### config.mk
export PLATFORM = sky130hd
export DESIGN_NAME = ifu_flat
export DESIGN_NICKNAME = d
export VERILOG_FILES = /design/src/rtl/ifu_pkg.sv /design/src/rtl/ifu_if.sv /design/src/rtl/ifu.sv /design/src/flat_wrapper.sv
export SDC_FILE = /design/constraint.sdc
export NUM_CORES = 1
export LEC_CHECK = 0
export ABC_AREA = 1
export BUFFER_PORTS_ARGS = -buffer_cell sky130_fd_sc_hd__buf_2
export CAP_MARGIN = 20
export CORE_ASPECT_RATIO = 1.1
export CORE_MARGIN = 2
export CORE_UTILIZATION = 49
export CTS_BUF_LIST = sky130_fd_sc_hd__clkbuf_4 sky130_fd_sc_hd__clkbuf_8
export DETAILED_ROUTE_END_ITERATION = 12
export PLACE_DENSITY = 0.92
export SYNTH_ARGS = -nofsm -noshare
export SYNTH_HDL_FRONTEND = slang
export SYNTH_SLANG_ARGS = --single-unit
### constraint.sdc
create_clock -name clk -period 1.6 [get_ports clk]
set_input_delay 0.08 -clock clk [delete_from_list [all_inputs] [get_ports clk]]
set_output_delay 0.08 -clock clk [all_outputs]
set_load 0.02 [all_outputs]
### src/rtl/ifu_pkg.sv
// Shared definitions for the instruction fetch unit.
package ifu_pkg;

  // Fetch FSM states.
  typedef enum logic [1:0] {
    ST_REQ  = 2'd0,  // request out to imem at fetch_pc
    ST_WAIT = 2'd1,  // request accepted, waiting for the response
    ST_HOLD = 2'd2   // instruction captured, offered to ID
  } ifu_state_e;

  localparam logic [63:0] RESET_PC_DEF = 64'h0000_0000_8000_0000;
  localparam logic [31:0] INST_NOP     = 32'h0000_0013;  // addi x0, x0, 0

endpackage

### src/rtl/ifu_if.sv
// Fetch-side bundle: redirect in, imem request/response, IF->ID handoff.
// master = the fetch unit, slave = its environment (BJU, imem, ID).
interface ifu_if #(
  parameter int XLEN = 64
);
  logic            redirect_valid;
  logic [XLEN-1:0] redirect_pc;
  logic            imem_req_valid;
  logic            imem_req_ready;
  logic [XLEN-1:0] imem_req_addr;
  logic            imem_rsp_valid;
  logic [31:0]     imem_rsp_data;
  logic            if_valid;
  logic            if_ready;
  logic [XLEN-1:0] if_pc;
  logic [31:0]     if_inst;

  modport master (
    input  redirect_valid, redirect_pc, imem_req_ready, imem_rsp_valid, imem_rsp_data, if_ready,
    output imem_req_valid, imem_req_addr, if_valid, if_pc, if_inst
  );

  modport slave (
    output redirect_valid, redirect_pc, imem_req_ready, imem_rsp_valid, imem_rsp_data, if_ready,
    input  imem_req_valid, imem_req_addr, if_valid, if_pc, if_inst
  );
endinterface

### src/rtl/ifu.sv
// Instruction fetch: owns fetch_pc, keeps one imem request in flight,
// presents {pc, inst} to ID, and squashes wrong-path fetches on redirect.
module ifu
  import ifu_pkg::*;
#(
  parameter int              XLEN     = 64,
  parameter logic [XLEN-1:0] RESET_PC = XLEN'(RESET_PC_DEF)
) (
  input  logic   clk,
  input  logic   rst_n,
  ifu_if.master  bus
);

  ifu_state_e      state;
  logic [XLEN-1:0] fetch_pc;
  logic [XLEN-1:0] hold_pc;
  logic [31:0]     hold_inst;
  logic            kill;     // in-flight response belongs to a squashed path
  logic            req_acc;
  logic            id_acc;

  // A redirect withdraws the request for that cycle so a stale address is
  // never issued; rst_n gating keeps the request low while held in reset.
  assign bus.imem_req_valid = rst_n & (state == ST_REQ) & ~bus.redirect_valid;
  assign bus.imem_req_addr  = fetch_pc;
  // Masking with redirect prevents a wrong-path handshake with ID.
  assign bus.if_valid       = (state == ST_HOLD) & ~bus.redirect_valid;
  assign bus.if_pc          = hold_pc;
  assign bus.if_inst        = hold_inst;

  assign req_acc = bus.imem_req_valid & bus.imem_req_ready;
  assign id_acc  = bus.if_valid & bus.if_ready;

  // Fetch FSM with fetch_pc, kill flag and hold registers.
  always_ff @(posedge clk or negedge rst_n) begin
    if (!rst_n) begin
      state     <= ST_REQ;
      fetch_pc  <= RESET_PC;
      kill      <= 1'b0;
      hold_pc   <= '0;
      hold_inst <= '0;
    end else begin
      // Redirect has priority over any sequential pc update below.
      if (bus.redirect_valid) fetch_pc <= bus.redirect_pc;

      case (state)
        ST_REQ: begin
          if (req_acc) begin
            state <= ST_WAIT;
            // Request going out alongside a redirect is on the wrong path.
            kill  <= bus.redirect_valid;
          end
        end
        ST_WAIT: begin
          if (bus.redirect_valid) begin
            if (bus.imem_rsp_valid) begin
              // Stale response arrives with the redirect: drop it right now.
              kill  <= 1'b0;
              state <= ST_REQ;
            end else begin
              kill  <= 1'b1;
            end
          end else if (bus.imem_rsp_valid) begin
            if (kill) begin
              kill  <= 1'b0;
              state <= ST_REQ;
            end else begin
              hold_pc   <= fetch_pc;
              hold_inst <= bus.imem_rsp_data;
              state     <= ST_HOLD;
            end
          end
        end
        ST_HOLD: begin
          if (bus.redirect_valid) begin
            hold_inst <= INST_NOP;
            state     <= ST_REQ;
          end else if (id_acc) begin
            fetch_pc <= fetch_pc + XLEN'(4);
            state    <= ST_REQ;
          end
        end
        default: state <= ST_REQ;
      endcase
    end
  end

endmodule

### src/flat_wrapper.sv
// flat-port wrapper written by rule: the top's interface ports become plain ports
module ifu_flat import ifu_pkg::*;
#(
  parameter int              XLEN     = 64,
  parameter logic [XLEN-1:0] RESET_PC = XLEN'(RESET_PC_DEF)
)
  (clk, rst_n, bus_redirect_valid, bus_redirect_pc, bus_imem_req_ready, bus_imem_rsp_valid, bus_imem_rsp_data, bus_if_ready, bus_imem_req_valid, bus_imem_req_addr, bus_if_valid, bus_if_pc, bus_if_inst);
  ifu_if #(.XLEN(XLEN)) bus_i ();
  input  logic clk;
  input  logic rst_n;
  input wire logic [$bits(bus_i.redirect_valid)-1:0] bus_redirect_valid;
  input wire logic [$bits(bus_i.redirect_pc)-1:0] bus_redirect_pc;
  input wire logic [$bits(bus_i.imem_req_ready)-1:0] bus_imem_req_ready;
  input wire logic [$bits(bus_i.imem_rsp_valid)-1:0] bus_imem_rsp_valid;
  input wire logic [$bits(bus_i.imem_rsp_data)-1:0] bus_imem_rsp_data;
  input wire logic [$bits(bus_i.if_ready)-1:0] bus_if_ready;
  output wire logic [$bits(bus_i.imem_req_valid)-1:0] bus_imem_req_valid;
  output wire logic [$bits(bus_i.imem_req_addr)-1:0] bus_imem_req_addr;
  output wire logic [$bits(bus_i.if_valid)-1:0] bus_if_valid;
  output wire logic [$bits(bus_i.if_pc)-1:0] bus_if_pc;
  output wire logic [$bits(bus_i.if_inst)-1:0] bus_if_inst;
  assign bus_i.redirect_valid = bus_redirect_valid;
  assign bus_i.redirect_pc = bus_redirect_pc;
  assign bus_i.imem_req_ready = bus_imem_req_ready;
  assign bus_i.imem_rsp_valid = bus_imem_rsp_valid;
  assign bus_i.imem_rsp_data = bus_imem_rsp_data;
  assign bus_i.if_ready = bus_if_ready;
  assign bus_imem_req_valid = bus_i.imem_req_valid;
  assign bus_imem_req_addr = bus_i.imem_req_addr;
  assign bus_if_valid = bus_i.if_valid;
  assign bus_if_pc = bus_i.if_pc;
  assign bus_if_inst = bus_i.if_inst;
  ifu #(.XLEN(XLEN), .RESET_PC(RESET_PC)) u_core (.clk(clk), .rst_n(rst_n), .bus(bus_i));
endmodule
# Word level (Yosys, flattened, before mapping)
# Index checks and enable logic that the tools add are counted.
classes:
  n_addsub: 1
  n_mux: 22
  bitwise: 7
  n_reduce_logical: 7
  eq_ne: 9
ops:
  columns: ["cell", "count"]
  rows:
  - ["64-bit 2-to-1 mux", 4]
  - ["32-bit 2-to-1 mux", 4]
  - ["64-bit by 3-bit adder with 64-bit output, second input constant", 1]
  - ["32-bit case mux with 2 select lines", 1]
  - ["2-bit 2-to-1 mux", 7]
  - ["2-bit inequality test, second input constant", 4]
  - ["2-bit case mux with 3 select lines", 1]
  - ["3-bit AND reduction", 2]
  - ["1-bit AND", 5]
  - ["5-bit AND reduction", 1]
  - ["1-bit 2-to-1 mux", 4]
  - ["4-bit AND reduction", 1]
  - ["2-bit nonzero test", 2]
  - ["3-bit by 2-bit inequality test with 1-bit output, second input constant", 1]
  - ["3-bit inequality test, second input constant", 1]
  - ["2-bit by 1-bit == test with 1-bit output, second input constant", 1]
  - ["2-bit == test, second input constant", 1]
  - ["2-bit zero test", 1]
  - ["2-bit by 1-bit inequality test with 1-bit output, second input constant", 1]
  - ["1-bit NOT", 2]
  - ["1-bit case mux with 2 select lines", 1]
word_totals:
  in_bits: 102
  regBits: 163
  wordCells: 51

# Logic depth before layout (Yosys ltp)
depth:
  depth_word: 6
  ltp_mapped: 11

# Worst setup path after synthesis
# Ideal clock, no wire load.
synth_timing:
  path_kind: "register to register"
  startpoint: "register u_core.fetch_pc[3], in the netlist u_core.bus.imem_req_addr[3]"
  endpoint: "register u_core.fetch_pc[34], in the netlist u_core.bus.imem_req_addr[34]"
  t_arrival_ns: 1.619
  slack_ns: -0.142
  path_stages_with_launch: 10
  setup_time_ns: 0.123
  path_buffers: 0
  required_time_ns: 1.477
  cell_sequence: "dfrtp_1 > ha_1 > inv_1 > nor2_8 > nand2_4 > nor2_4 > nand2_1 > xor2_1 > nand2_1 > o21ai_1"
synth_via:
  elab_chain_len: 4
synth_lines:
  columns: ["element", "line_no", "rtl"]
  rows:
  - ["start: declaration", "ifu.sv:15", "logic [XLEN-1:0] fetch_pc;"]
  - ["start signal: assignment", "ifu.sv:44", "if (bus.redirect_valid) fetch_pc <= bus.redirect_pc;"]
  - ["start signal: assignment", "ifu.sv:79", "fetch_pc <= fetch_pc + XLEN'(4);"]
  - ["64-bit by 3-bit adder with 64-bit output", "ifu.sv:79", null]
  - ["64-bit 2-to-1 mux", "ifu.sv:78", "end else if (id_acc) begin"]
  - ["64-bit 2-to-1 mux", "ifu.sv:75", "if (bus.redirect_valid) begin"]
  - ["64-bit 2-to-1 mux", "ifu.sv:46", "case (state)"]
# Every way passes these cells.
# A chain may end at the register's enable or synchronous reset.

# Final worst setup path
layout_timing:
  startpoint: "register u_core.fetch_pc[3], in the netlist u_core.bus.imem_req_addr[3]"
  endpoint: "register u_core.fetch_pc[18], in the netlist u_core.bus.imem_req_addr[18]"
# The elaborated chain is that of the path after synthesis.

==> impl_metrics.yaml <==
timing:
  tns_ns: -0.5422
  grt_setup_unrepaired: "yes"
  finalSetupViolCount: 12
  fin_crit_ns: 1.715
  finalHoldViolations: 0
  relSlewSlack_pct: 67.45
  clock_skew_ns: 0.01810
  timing.fmax_ghz: 0.5832
  setup_ws_ns: -0.1148
  min_period_over_period_pct: 107.2
  slew_viol_final: 0
  worstMarginPinSlew_ns: 0.4883
clock_tree:
  clockBufferDepth: 2
  clk_latency_ns: 0.49
  cts_sinks: 163
  numCtsBuffers: 17
  cts-root-buf: "clkbuf_8"
  cts_tree: "yes"
  clk_pin_slew_worst_paths_ns: 0.10
  htree_levels: 4
grt:
  track_usage_pct: 35.96
  grt_pass1_vias: 10010
  grt.overflow.total: 0
  antenna_found_initial: 0
  grt_pass1_wl_mm: 53.21
  grt_start_max_net_pins: 85
synthesis:
  synthesis.area_mm2: 0.008767
  seq_area_frac_synth_pct: 46.54
  synthFlopType: "dfrtp_1"
  synth_warnings: 0
  ys_seq_elements: 163
  async_flop_share_pct: 100.0
  syn_area_per_cell_um2: 7.276
  syn_nets: 1308
  syn_inst: 1205
  synth_edf_count: 0
  yosys-top-cells-count: "415 x nand2_1, 162 x dfrtp_1, 161 x o21ai_0, 128 x nor2_1, 112 x inv_1"
  yosys.cell_types.count: 36
  synth.most_common_cell: "nand2_1"
  synth_area_leaders: "dfrtp_1 46%, nand2_1 18%, o21ai_0 9.2%"
  synth_top_area_share_pct: 46.24
  synth_top_cell_by_area: "dfrtp_1"
floorplanning:
  coreArea_mm2: 0.01761
  io_pins: 264
  die_y_um: 144.3
  die_w_um: 131.5
  dieArea_mm2: 0.01898
  initial_core_util_pct: 49.78
  placementRows: 51
place:
  place_ws_ns: -0.2202
  place_area_mm2: 0.01106
  gp_congestion: 1.016
  io_buffers: 263
  dp_hpwl_mm: 23.23
routing:
  routed_wl_mm: 36.93
  antenna_left: 0
  drtIter0Drc: 1010
  drc_errors: 0
  viasPerCell: 5.555
  vias: 10730
  firstDrtPassIters: 5
  wl_per_cell_um: 19.12
layout:
  diodes: 0
  final_nets: 1783
  layout-drive-gt1-share_pct: 36.15
  design_area_mm2: 0.01339
  areaGrowthSynthToFinish_pct: 52.68
run_status:
  violations: "setup timing"
  status: "finished, violations left"
critical_path:
  reg2reg_slack_ns: -0.11
  critPathCaptureType: "flip-flop"
  setup.worst_path.class: "flip-flop to flip-flop"
  path_max_fanout: 6
  crit_path_start: "u_core.bus.imem_req_addr[3]"
  r2r_cells: 8
  crit_end: "u_core.bus.imem_req_addr[18]"
  r2r-end: "u_core.bus.imem_req_addr[18]"
  crit_path_start_kind: "flip-flop"
  reg2reg_from: "u_core.bus.imem_req_addr[3]"
  arrival_ns: 2.08
  worst_ep_required_time_ns: 1.96
hold_path:
  hp-class: "input pin to flip-flop"
flow_run:
  maxCapViolCount: 0
power:
  peakVddDrop_uv: 724.4
  power.density_mw_per_mm2: 1125
  p_leak_nw: 6.679
-- routing by layer --
layer / share of wire (%) / global-route usage (%) / vias to the layer above
met4: 5.3 / 15.73 / 0
met5: 0 / 0 / -
li1: - / - / 4781
met3: 9.1 / 7.291 / 164
met1: 37 / 44.42 / 5038
met2: 48 / 61.72 / 743
-- metrics by stage --
step | hold slack (ns) | utilization [%] | cells | total power (W)
2_1_floorplan | -0.2156 | - | 1205 | 0.008942
3_3_place_gp | -0.1169 | 62.78 | 1758 | 0.01098
3_5_place_dp | -0.1180 | 62.78 | 1758 | 0.01116
4_1_cts | 0.008633 | 71.66 | 1899 | 0.01443
5_1_grt | 0.09324 | 76.00 | 1931 | 0.01576
6_report | 0.08050 | 76.00 | 1931 | 0.01506
-- registers in the layout, summed over array words and instances (netlist names) --
register,cells
u_core.bus.if_inst,32
u_core.bus.if_pc,64
u_core.bus.imem_req_addr,64
u_core.kill,1
u_core.state,2
-- placed cells by master (no fill, tap or decap), types with 2 or more instances in the layout --
cell and count:
o21ai_0 141, o31ai_1 2, nor3_2 3, a21oi_1 4
inv_2 7, o21ai_1 22, dlygate4sd3_1 102, nor2_2 37
a211oi_1 2, inv_1 107, buf_4 122, buf_12 9
nand3_4 2, dfrtp_1 152, clkbuf_16 2, nor2_1 70
clkinv_4 3, clkinvlp_4 5, xor2_1 25, o21ai_2 8
nand3_1 50, inv_6 3, nand2_4 10, nand2_1 362
buf_6 7, a31oi_1 3, nand3_2 5, o211ai_1 21
dfrtp_2 10, nand2_2 53, clkbuf_8 18, buf_2 262
nor2_4 34, nand4_1 13
-- worst max-delay path, stage by stage (launching register included) --
cell and delay, ns:
dfrtp_2 0.44, ha_4 0.17, inv_4 0.04, nor2_8 0.15, nand2_4 0.08, nor2_4 0.24
buf_6 0.15, xor2_1 0.23, o21ai_1 0.08
-- timing repair --
item,4_1_cts,5_1_grt
setup buffers,7,30
pin swaps,6,42
cloned,0,2
gates resized for setup,37,166
setup endpoints to repair,32,105
hold buffers,102,0
endpoints found under the hold margin,261,0
-- how the worst min path moves through the flow --
stage,depth (start not counted),endpoint,start
after global placement,1,u_core.bus.if_inst[20],rst_n
after floorplan,0,u_core.bus.if_inst[0],rst_n
after CTS,4,u_core.kill,bus_imem_rsp_valid
final,4,u_core.kill,bus_imem_rsp_valid
after global routing,4,u_core.kill,bus_imem_rsp_valid
after detailed placement,1,u_core.bus.if_inst[20],rst_n
-- cell type report --
| cell class | instances | area (um2) |
|---|---|---|
| Multi-Input combinational cell | 877 | 4589 |
| Tap cell | 238 | 297.8 |
| Clock buffer | 18 | 247.7 |
| Timing Repair Buffer | 505 | 3572 |
| Inverter | 116 | 437.9 |
| Fill cell | 1207 | 4227 |
| Clock inverter | 14 | 147.6 |
| Sequential cell | 163 | 4093 |
-- power breakdown --
group | leakage [nW] | total [W] | switching [W] | internal (W)
combinational | 4.52 | 0.00587 | 0.00378 | 0.00209
clock | 0.183 | 0.00307 | 0.00176 | 0.00131
sequential | 1.98 | 0.00612 | 0.000829 | 0.00529
-- cell families after synthesis --
| group | after synthesis | share of synthesized area (%) |
|---|---|---|
| and+or+nand+nor | 641 | 30.21 |
| AOI/OAI and AO/OA | 208 | 12.80 |
| buffers and inverters | 165 | 7.578 |
| DFF | 163 | 46.54 |
| xor gates and xnor gates | 26 | 2.597 |
| muxes | 1 | 0.1284 |
| adders and majority gates | 1 | 0.1427 |
No activity file was read; power rests on OpenSTA's default activity.
